<file path="src/rtl/alu_pkg.sv">
// Shared opcode encodings, FSM state encoding and flag bundle for the sequential-divide ALU.
// No logic of its own; sized helpers derive widths from the ALU WIDTH parameter.
package alu_pkg;

  localparam logic [7:0] OP_ADD = 8'h01;
  localparam logic [7:0] OP_SUB = 8'h02;
  localparam logic [7:0] OP_AND = 8'h04;
  localparam logic [7:0] OP_OR  = 8'h08;
  localparam logic [7:0] OP_XOR = 8'h10;
  localparam logic [7:0] OP_SHL = 8'h20;
  localparam logic [7:0] OP_SHR = 8'h40;
  localparam logic [7:0] OP_DIV = 8'h80;

  localparam logic [0:0] ST_IDLE = 1'b0;
  localparam logic [0:0] ST_DIV  = 1'b1;

  typedef struct packed {
    logic carry;
    logic div_zero;
    logic err;
  } flags_t;

  // Shift amount is taken from the low clog2(WIDTH) bits of operand b.
  function automatic int shamt_w(input int width);
    return $clog2(width);
  endfunction

endpackage

</file>
<file path="src/rtl/alu_div_core.sv">
// Restoring divider: one quotient bit per cycle, WIDTH steps after start; done marks the final step.
// quotient/remainder are the combinational result of the current step, valid only while done=1; start ignored while busy.
module alu_div_core #(
  parameter int WIDTH = 8
) (
  input  logic             clk,
  input  logic             rst,
  input  logic             start,
  input  logic [WIDTH-1:0] dividend,
  input  logic [WIDTH-1:0] divisor,
  output logic             busy,
  output logic             done,
  output logic [WIDTH-1:0] quotient,
  output logic [WIDTH-1:0] remainder
);

  localparam int CW = $clog2(WIDTH) + 1;

  logic [CW-1:0]    cnt;
  logic [WIDTH-1:0] r_q;
  logic [WIDTH-1:0] q_q;
  logic [WIDTH-1:0] d_q;
  logic [WIDTH:0]   r_shift;
  logic [WIDTH:0]   diff;
  logic             fits;
  logic [WIDTH-1:0] q_next;
  logic [WIDTH-1:0] r_next;

  // Shift the next dividend bit into the partial remainder and trial-subtract.
  assign r_shift = {r_q, q_q[WIDTH-1]};
  assign diff    = r_shift - {1'b0, d_q};
  assign fits    = ~diff[WIDTH];
  assign q_next  = {q_q[WIDTH-2:0], fits};
  assign r_next  = fits ? diff[WIDTH-1:0] : r_shift[WIDTH-1:0];

  assign done      = busy && (cnt == CW'(WIDTH - 1));
  assign quotient  = q_next;
  assign remainder = r_next;

  always_ff @(posedge clk) begin
    if (rst) begin
      busy <= 1'b0;
      cnt  <= '0;
      r_q  <= '0;
      q_q  <= '0;
      d_q  <= '0;
    end else if (start && !busy) begin
      busy <= 1'b1;
      cnt  <= '0;
      r_q  <= '0;
      q_q  <= dividend;
      d_q  <= divisor;
    end else if (busy) begin
      r_q <= r_next;
      q_q <= q_next;
      if (done) begin
        busy <= 1'b0;
      end else begin
        cnt <= cnt + 1'b1;
      end
    end
  end

endmodule

</file>
<file path="src/rtl/alu_seq_div.sv">
// Opcode ALU with registered results: latency 1 for single-cycle ops, WIDTH+1 for DIV with nonzero divisor.
// Backpressure: in_ready=0 while a division is iterating; one operation in flight, back-to-back accepts in IDLE.
module alu_seq_div
  import alu_pkg::*;
#(
  parameter int WIDTH    = 8,
  parameter int OPCODE_W = 8
) (
  input  logic                clk,
  input  logic                rst,
  input  logic                in_valid,
  output logic                in_ready,
  input  logic [OPCODE_W-1:0] opcode,
  input  logic [WIDTH-1:0]    a,
  input  logic [WIDTH-1:0]    b,
  output logic                out_valid,
  output logic [WIDTH-1:0]    z,
  output logic [WIDTH-1:0]    rem,
  output logic                carry,
  output logic                div_zero,
  output logic                err
);

  localparam int SW = shamt_w(WIDTH);

  logic [0:0]       state;
  logic             accept;
  logic             div_start;
  logic             div_busy;
  logic             div_done;
  logic [WIDTH-1:0] div_q;
  logic [WIDTH-1:0] div_r;
  logic [WIDTH:0]   sum;
  logic [WIDTH-1:0] sc_z;
  logic [WIDTH-1:0] sc_rem;
  flags_t           sc_flags;
  flags_t           flags_q;

  assign in_ready  = (state == ST_IDLE) && !div_busy;
  assign accept    = in_valid && in_ready;
  assign div_start = accept && (opcode == OPCODE_W'(OP_DIV)) && (b != '0);
  assign sum       = {1'b0, a} + {1'b0, b};

  alu_div_core #(.WIDTH(WIDTH)) u_div (
    .clk      (clk),
    .rst      (rst),
    .start    (div_start),
    .dividend (a),
    .divisor  (b),
    .busy     (div_busy),
    .done     (div_done),
    .quotient (div_q),
    .remainder(div_r)
  );

  // DIV only reaches this path with b==0; the nonzero case goes to the divider.
  always_comb begin
    sc_z     = '0;
    sc_rem   = '0;
    sc_flags = '0;
    case (opcode)
      OPCODE_W'(OP_ADD): begin
        sc_z           = sum[WIDTH-1:0];
        sc_flags.carry = sum[WIDTH];
      end
      OPCODE_W'(OP_SUB): begin
        sc_z           = a - b;
        sc_flags.carry = (a < b);
      end
      OPCODE_W'(OP_AND): sc_z = a & b;
      OPCODE_W'(OP_OR):  sc_z = a | b;
      OPCODE_W'(OP_XOR): sc_z = a ^ b;
      OPCODE_W'(OP_SHL): sc_z = a << b[SW-1:0];
      OPCODE_W'(OP_SHR): sc_z = a >> b[SW-1:0];
      OPCODE_W'(OP_DIV): begin
        sc_z              = '1;
        sc_rem            = a;
        sc_flags.div_zero = 1'b1;
      end
      default: sc_flags.err = 1'b1;
    endcase
  end

  always_ff @(posedge clk) begin
    if (rst) begin
      state     <= ST_IDLE;
      out_valid <= 1'b0;
      z         <= '0;
      rem       <= '0;
      flags_q   <= '0;
    end else begin
      out_valid <= 1'b0;
      case (state)
        ST_IDLE: begin
          if (div_start) begin
            state <= ST_DIV;
          end else if (accept) begin
            out_valid <= 1'b1;
            z         <= sc_z;
            rem       <= sc_rem;
            flags_q   <= sc_flags;
          end
        end
        ST_DIV: begin
          if (div_done) begin
            state     <= ST_IDLE;
            out_valid <= 1'b1;
            z         <= div_q;
            rem       <= div_r;
            flags_q   <= '0;
          end
        end
        default: state <= ST_IDLE;
      endcase
    end
  end

  assign carry    = flags_q.carry;
  assign div_zero = flags_q.div_zero;
  assign err      = flags_q.err;

endmodule
</file>
<file path="config.mk">
export PLATFORM = sky130hd
export DESIGN_NAME = alu_seq_div
export DESIGN_NICKNAME = d
export VERILOG_FILES = /design/src/rtl/alu_pkg.sv /design/src/rtl/alu_div_core.sv /design/src/rtl/alu_seq_div.sv
export SDC_FILE = /design/constraint.sdc
export NUM_CORES = 1
export LEC_CHECK = 0
export CAP_MARGIN = 10
export CORE_MARGIN = 2
export CORE_UTILIZATION = 25
export DETAILED_ROUTE_END_ITERATION = 6
export PLACE_DENSITY_LB_ADDON = 0.25
export SLEW_MARGIN = 0
export SYNTH_ARGS = -nofsm -noshare
export SYNTH_HDL_FRONTEND = slang
export SYNTH_SLANG_ARGS = --single-unit
export TNS_END_PERCENT = 10
</file>
<file path="constraint.sdc">
create_clock -name clk -period 3.3 [get_ports clk]
set_clock_uncertainty 0.2 [all_clocks]
set_input_delay 0.66 -clock clk [delete_from_list [all_inputs] [get_ports clk]]
set_output_delay 0.66 -clock clk [all_outputs]
set_load 0.02 [all_outputs]
</file>
# Word-level counts from Yosys, hierarchy flattened
# Cells that the tools add are included.
# word_totals
input_bits	27
reg_bits	50
out_inout_bits	21
elab_cells	79
# classes
order_cmp	1
muxes	29
add_sub_neg	4
bitwise_logic	6
reduce_logical	13
shift	2
eq_ne	12
# op_table
cell	count
2-to-1 mux 8 bit	10
one-hot mux 8 bit (8 select lines)	1
one-hot mux 8 bit (2 select lines)	2
adder 8 x 8 -> 9 bit	1
2-to-1 mux 1 bit	9
2-to-1 mux 3 bit	3
subtractor 9 x 8 -> 9 bit	1
AND 8 bit	1
== test 8 x 1 -> 1 bit (second input constant)	1
== test 8 x 2 -> 1 bit (second input constant)	1
== test 8 x 3 -> 1 bit (second input constant)	1
== test 8 x 4 -> 1 bit (second input constant)	1
== test 8 x 5 -> 1 bit (second input constant)	1
== test 8 x 6 -> 1 bit (second input constant)	1
== test 8 x 7 -> 1 bit (second input constant)	1
== test 8 bit (second input constant)	1
< comparator 8 bit	1
bitwise OR 8 bit	1
nonzero test 8 bit	1
OR reduction 8 bit	1
<< shifter 8 x 3 -> 8 bit	1
>> shifter 8 x 3 -> 8 bit	1
subtractor 8 bit	1
bitwise XOR 8 bit	1
13 further kinds	23

# Logic depth before layout (Yosys ltp)
# logic_depth
ltp_word	7
depth_mapped	11
depth_no_buf	10

# By module
# A second synthesis with hierarchy kept.
# unflattened
cells_unflattened	560
area_unflattened_um2	4560.6
# by_module_without_submodules
module	cells_per_inst	seq_area_each_um2	area_each_um2	instances
alu_seq_div	342	420.4	2731.4	1
alu_div_core	218	580.6	1829.3	1

# Worst setup path before layout
# OpenSTA, ideal clock, no wires.
# synth_timing
path_kind	input to register
start	input port b[2]
end	register z[7]
slack_ns	0.089
stages	10
t_required_ns	3.009
n_path_buf	2
setup_time_ns	0.091
arrival_time_ns	2.920
cell_sequence	clkbuf_1 clkinv_1 ha_1 clkbuf_1 nor4_1 a2111oi_0 a21oi_1 xnor2_1 nand2_1 a311oi_1
# synth_between
elab_chain_cells	5
elab_cells_between_ends	12
classes_between	add/sub (2); eq/ne (1); shift (2); mux (4); reduce/logical (3)
# synth_rtl
element	line	rtl
from (decl)	alu_seq_div.sv:15	input logic [WIDTH-1:0] b,
subtractor 8 bit (tied with other cells)	alu_seq_div.sv:67	sc_z = a - b;
one-hot mux 8 bit (8 select lines)	alu_seq_div.sv:61	case (opcode)
2-to-1 mux 8 bit	alu_seq_div.sv:97	end else if (accept) begin
2-to-1 mux 8 bit	alu_seq_div.sv:95	if (div_start) begin
one-hot mux 8 bit (2 select lines)	alu_seq_div.sv:93	case (state)
to (signal assigned)	alu_seq_div.sv:99	z <= sc_z;
to (signal assigned)	alu_seq_div.sv:108	z <= div_q;
to (decl)	alu_seq_div.sv:17	output logic [WIDTH-1:0] z,
# Parallel ways exist; a longest one is shown, timed or not. The select of a mux whose other input is x is not followed.
# A chain may end at the register's enable or synchronous reset.

# Worst setup path after layout
# layout_timing
start	input port b[0]
end	register z[6]
# The elaborated chain is that of the path after synthesis.

==> impl_metrics.tcl <==
set metrics [dict create \
    status "finished clean" \
    cts-root-buf "clkbuf_16" \
    seqPwrFrac_pct 39.0 \
    synthAdderAreaFrac_pct 11.9 \
    start_util_pct 25.7 \
    routedWlPerCell_um 17.5 \
    nets 715 \
    core_region_area_um2 16700 \
    setup-violations-final 0 \
    synth.area.mux_share_pct 8.86 \
    yosys.area_share.xor_xnor_pct 3.26 \
    drt-initial-drc-count 324 \
    synth_flop_cell "dfxtp_1" \
    clkPwrFrac_pct 34.1 \
    ys_seq_elements 50 \
    critPathLaunchType "input pin" \
    worstPathRequired_ps 3300 \
    grt_pass1_wl_um 23700 \
    ir_worst_vdd_uv 201 \
    postSynthCellCount 543 \
    layout_commonest_cell "buf_4" \
    finalHoldViolations 0 \
    drc_errors 0 \
    ys_types 66 \
    max_slew_margin_pct 54.2 \
    htree_num_levels 2 \
    die_h_um 135 \
    via_per_inst 5.13 \
    insertion_delay_ps 300 \
    p_sw_mw 0.459 \
    p_int_mw 1.11 \
    synth.area.top_cells "dfxtp_1 23%, ha_1 10%, nor2_1 5.9%" \
    synthesis.area_um2 4300 \
    swShare_pct 29.3 \
    report.final.slew_viol_count 0 \
    grt_max_degree 24 \
    power_leakage_nw 2.25 \
    die_w_um 135 \
    post-place-ws_ps -397 \
    synth_top_family_by_area "compound AO/OA/AOI/OAI gates" \
    synth_edf_count 0 \
    crit_fanout 3 \
    ant_nets 0 \
    grt_use_total_pct 16.6 \
    dp_hpwl_um 12000 \
    synthSimpleGateAreaFrac_pct 22.3 \
    syn_to_final_growth_pct 33.0 \
    yosysWarnings 0 \
    worstSetupPathType "input pin to flip-flop" \
    drv_cap 0 \
    drive_above_1_share_pct 19.1 \
    fin_ws_ps 122 \
    nFillCells 1800 \
    gp_congestion 0.968 \
    vias 4465 \
    cts_buffers 5 \
    die_area_um2 18200 \
    p_comb_share_pct 26.9 \
    synth_compound_area_share_pct 23.8 \
    synth.largest_area_cell "dfxtp_1" \
    multi_input_area_um2 3050 \
    fp-row-count 47 \
    clock-sinks 50 \
    ys_seq_area_share_pct 23.3 \
    yosys.area.top_type_share_pct 23.3 \
    clockBufferDepth 2 \
    num_antenna_cells 0 \
    io_pins 48 \
    seqCellArea_um2 1000 \
    port_buffers 47 \
    clk_pin_slew_ps 70 \
    timing.final.crit_share_pct 96.3 \
    hold_class "flip-flop to flip-flop" \
    final_cell_mix "86 x buf_4, 68 x nor2_1, 50 x a21oi_1, 50 x dfxtp_1, 45 x clkdlybuf4s50_1" \
    grt_pass1_vias 4262 \
    grt_antenna_before_repair 0 \
    syn_avg_cell_area_um2 7.91 \
    syn-num-nets 609 \
    powerDensity_nw_per_um2 274 \
    firstDrtPassIters 5 \
    async_reset_ff_share_pct 0 \
    fin_tns_setup_ps 0 \
    worst_pin_slew_ps 686 \
    end_kind "flip-flop" \
    cp.arrival_ps 3180 \
    grt-ovfl-total 0 \
    cts_tree "done" \
    wirelength_um 15300 \
    fmax_mhz 315 \
    min_period_ps 3180 \
]
==> state kept, by name (all words and copies together) (netlist names), 4 cells and up <==
signal and count:
rem 8, u_div.d_q 8, u_div.q_q 8, u_div.r_q 8, z 8, u_div.cnt 4
==> worst max-delay path, stage by stage <==
cell,delay [ps]
clkdlybuf4s50_1,460
ha_1,230
fa_1,430
a211oi_2,280
o21bai_1,130
a21oi_1,240
xnor2_1,140
nand2_1,70
and4_1,210
a2111oi_2,320
==> synth_stat cells (3+ instances only) <==
cell,count
and3_1,9
xor2_1,4
fa_1,3
clkbuf_1,20
dfxtp_1,50
buf_2,9
a211oi_1,7
a21oi_1,50
a221oi_1,5
o21bai_1,6
o21a_1,6
nand3_1,10
o22ai_1,15
nor3_1,18
nor2_1,68
inv_1,31
o31a_1,3
o21ai_0,25
mux4_2,6
nand2b_1,8
nor2b_1,8
a31oi_1,5
nor4_1,6
mux2i_1,17
o211ai_1,4
ha_1,36
a22oi_1,16
nand2_1,33
xnor2_1,12
==> power groups by stage <==
stage,clock network (mW),registers [mW],logic [mW]
after CTS,0.549,0.611,0.412
final,0.533,0.611,0.421
after global placement,0,0.625,0.408
after detailed placement,0,0.625,0.411
after floorplan,0,0.630,0.212
after global routing,0.571,0.611,0.454
==> path summary, 6_finish.rpt <==
check,slack [ps],cells past startpoint,endpoint,from
max reg2reg,150,12,rem[2],u_div.q_q[7]
min reg2reg,270,2,u_div.q_q[4],u_div.q_q[4]
max,120,10,z[6],b[0]
min,270,2,u_div.q_q[4],u_div.q_q[4]
==> kinds of logic after synthesis <==
group,after synthesis
AO/OA/AOI/OAI,160
XOR/XNOR,16
adder cells (fa/ha/maj),39
buffers and inverters,66
flip-flops,50
multiplexers,27
AND/OR/NAND/NOR,185
==> repair_timing <==
action,CTS,global route
hold buffers,0,0
buffers inserted,0,0
endpoints found under the setup margin,1,4
resized for setup,1,7
hold endpoints to repair,0,0
gates cloned,0,0
==> metrics by stage <==
step	cells	utilization, %	instance area, um^2	total power [mW]	hold WS [ps]
after global routing	870	34.2	5710	1.64	291
after detailed placement	862	33.1	5530	1.04	265
after CTS	870	34.0	5680	1.57	275
final	870	34.2	5710	1.57	274
after global placement	862	33.1	5530	1.03	258
after floorplan	543	-	4300	0.842	245
==> final cells by class <==
type                       count  share of cell area (%)
timing repair buffer         133                    19.6
clock buffer                   7                    2.50
multi-input combinational    427                    53.4
sequential                    50                    17.5
inverter                      32                    2.10
tap                          220                    4.82
clock inverter                 1                  0.0876
==> per-layer routing <==
layer	wire length [um]	up-vias	track usage, %
met2	6840	124	25.6
met4	182	0	3.53
met3	825	16	2.25
li1	-	2189	-
met5	0	-	0
met1	7410	2136	24.6
(Power assumes the default switching activity.)
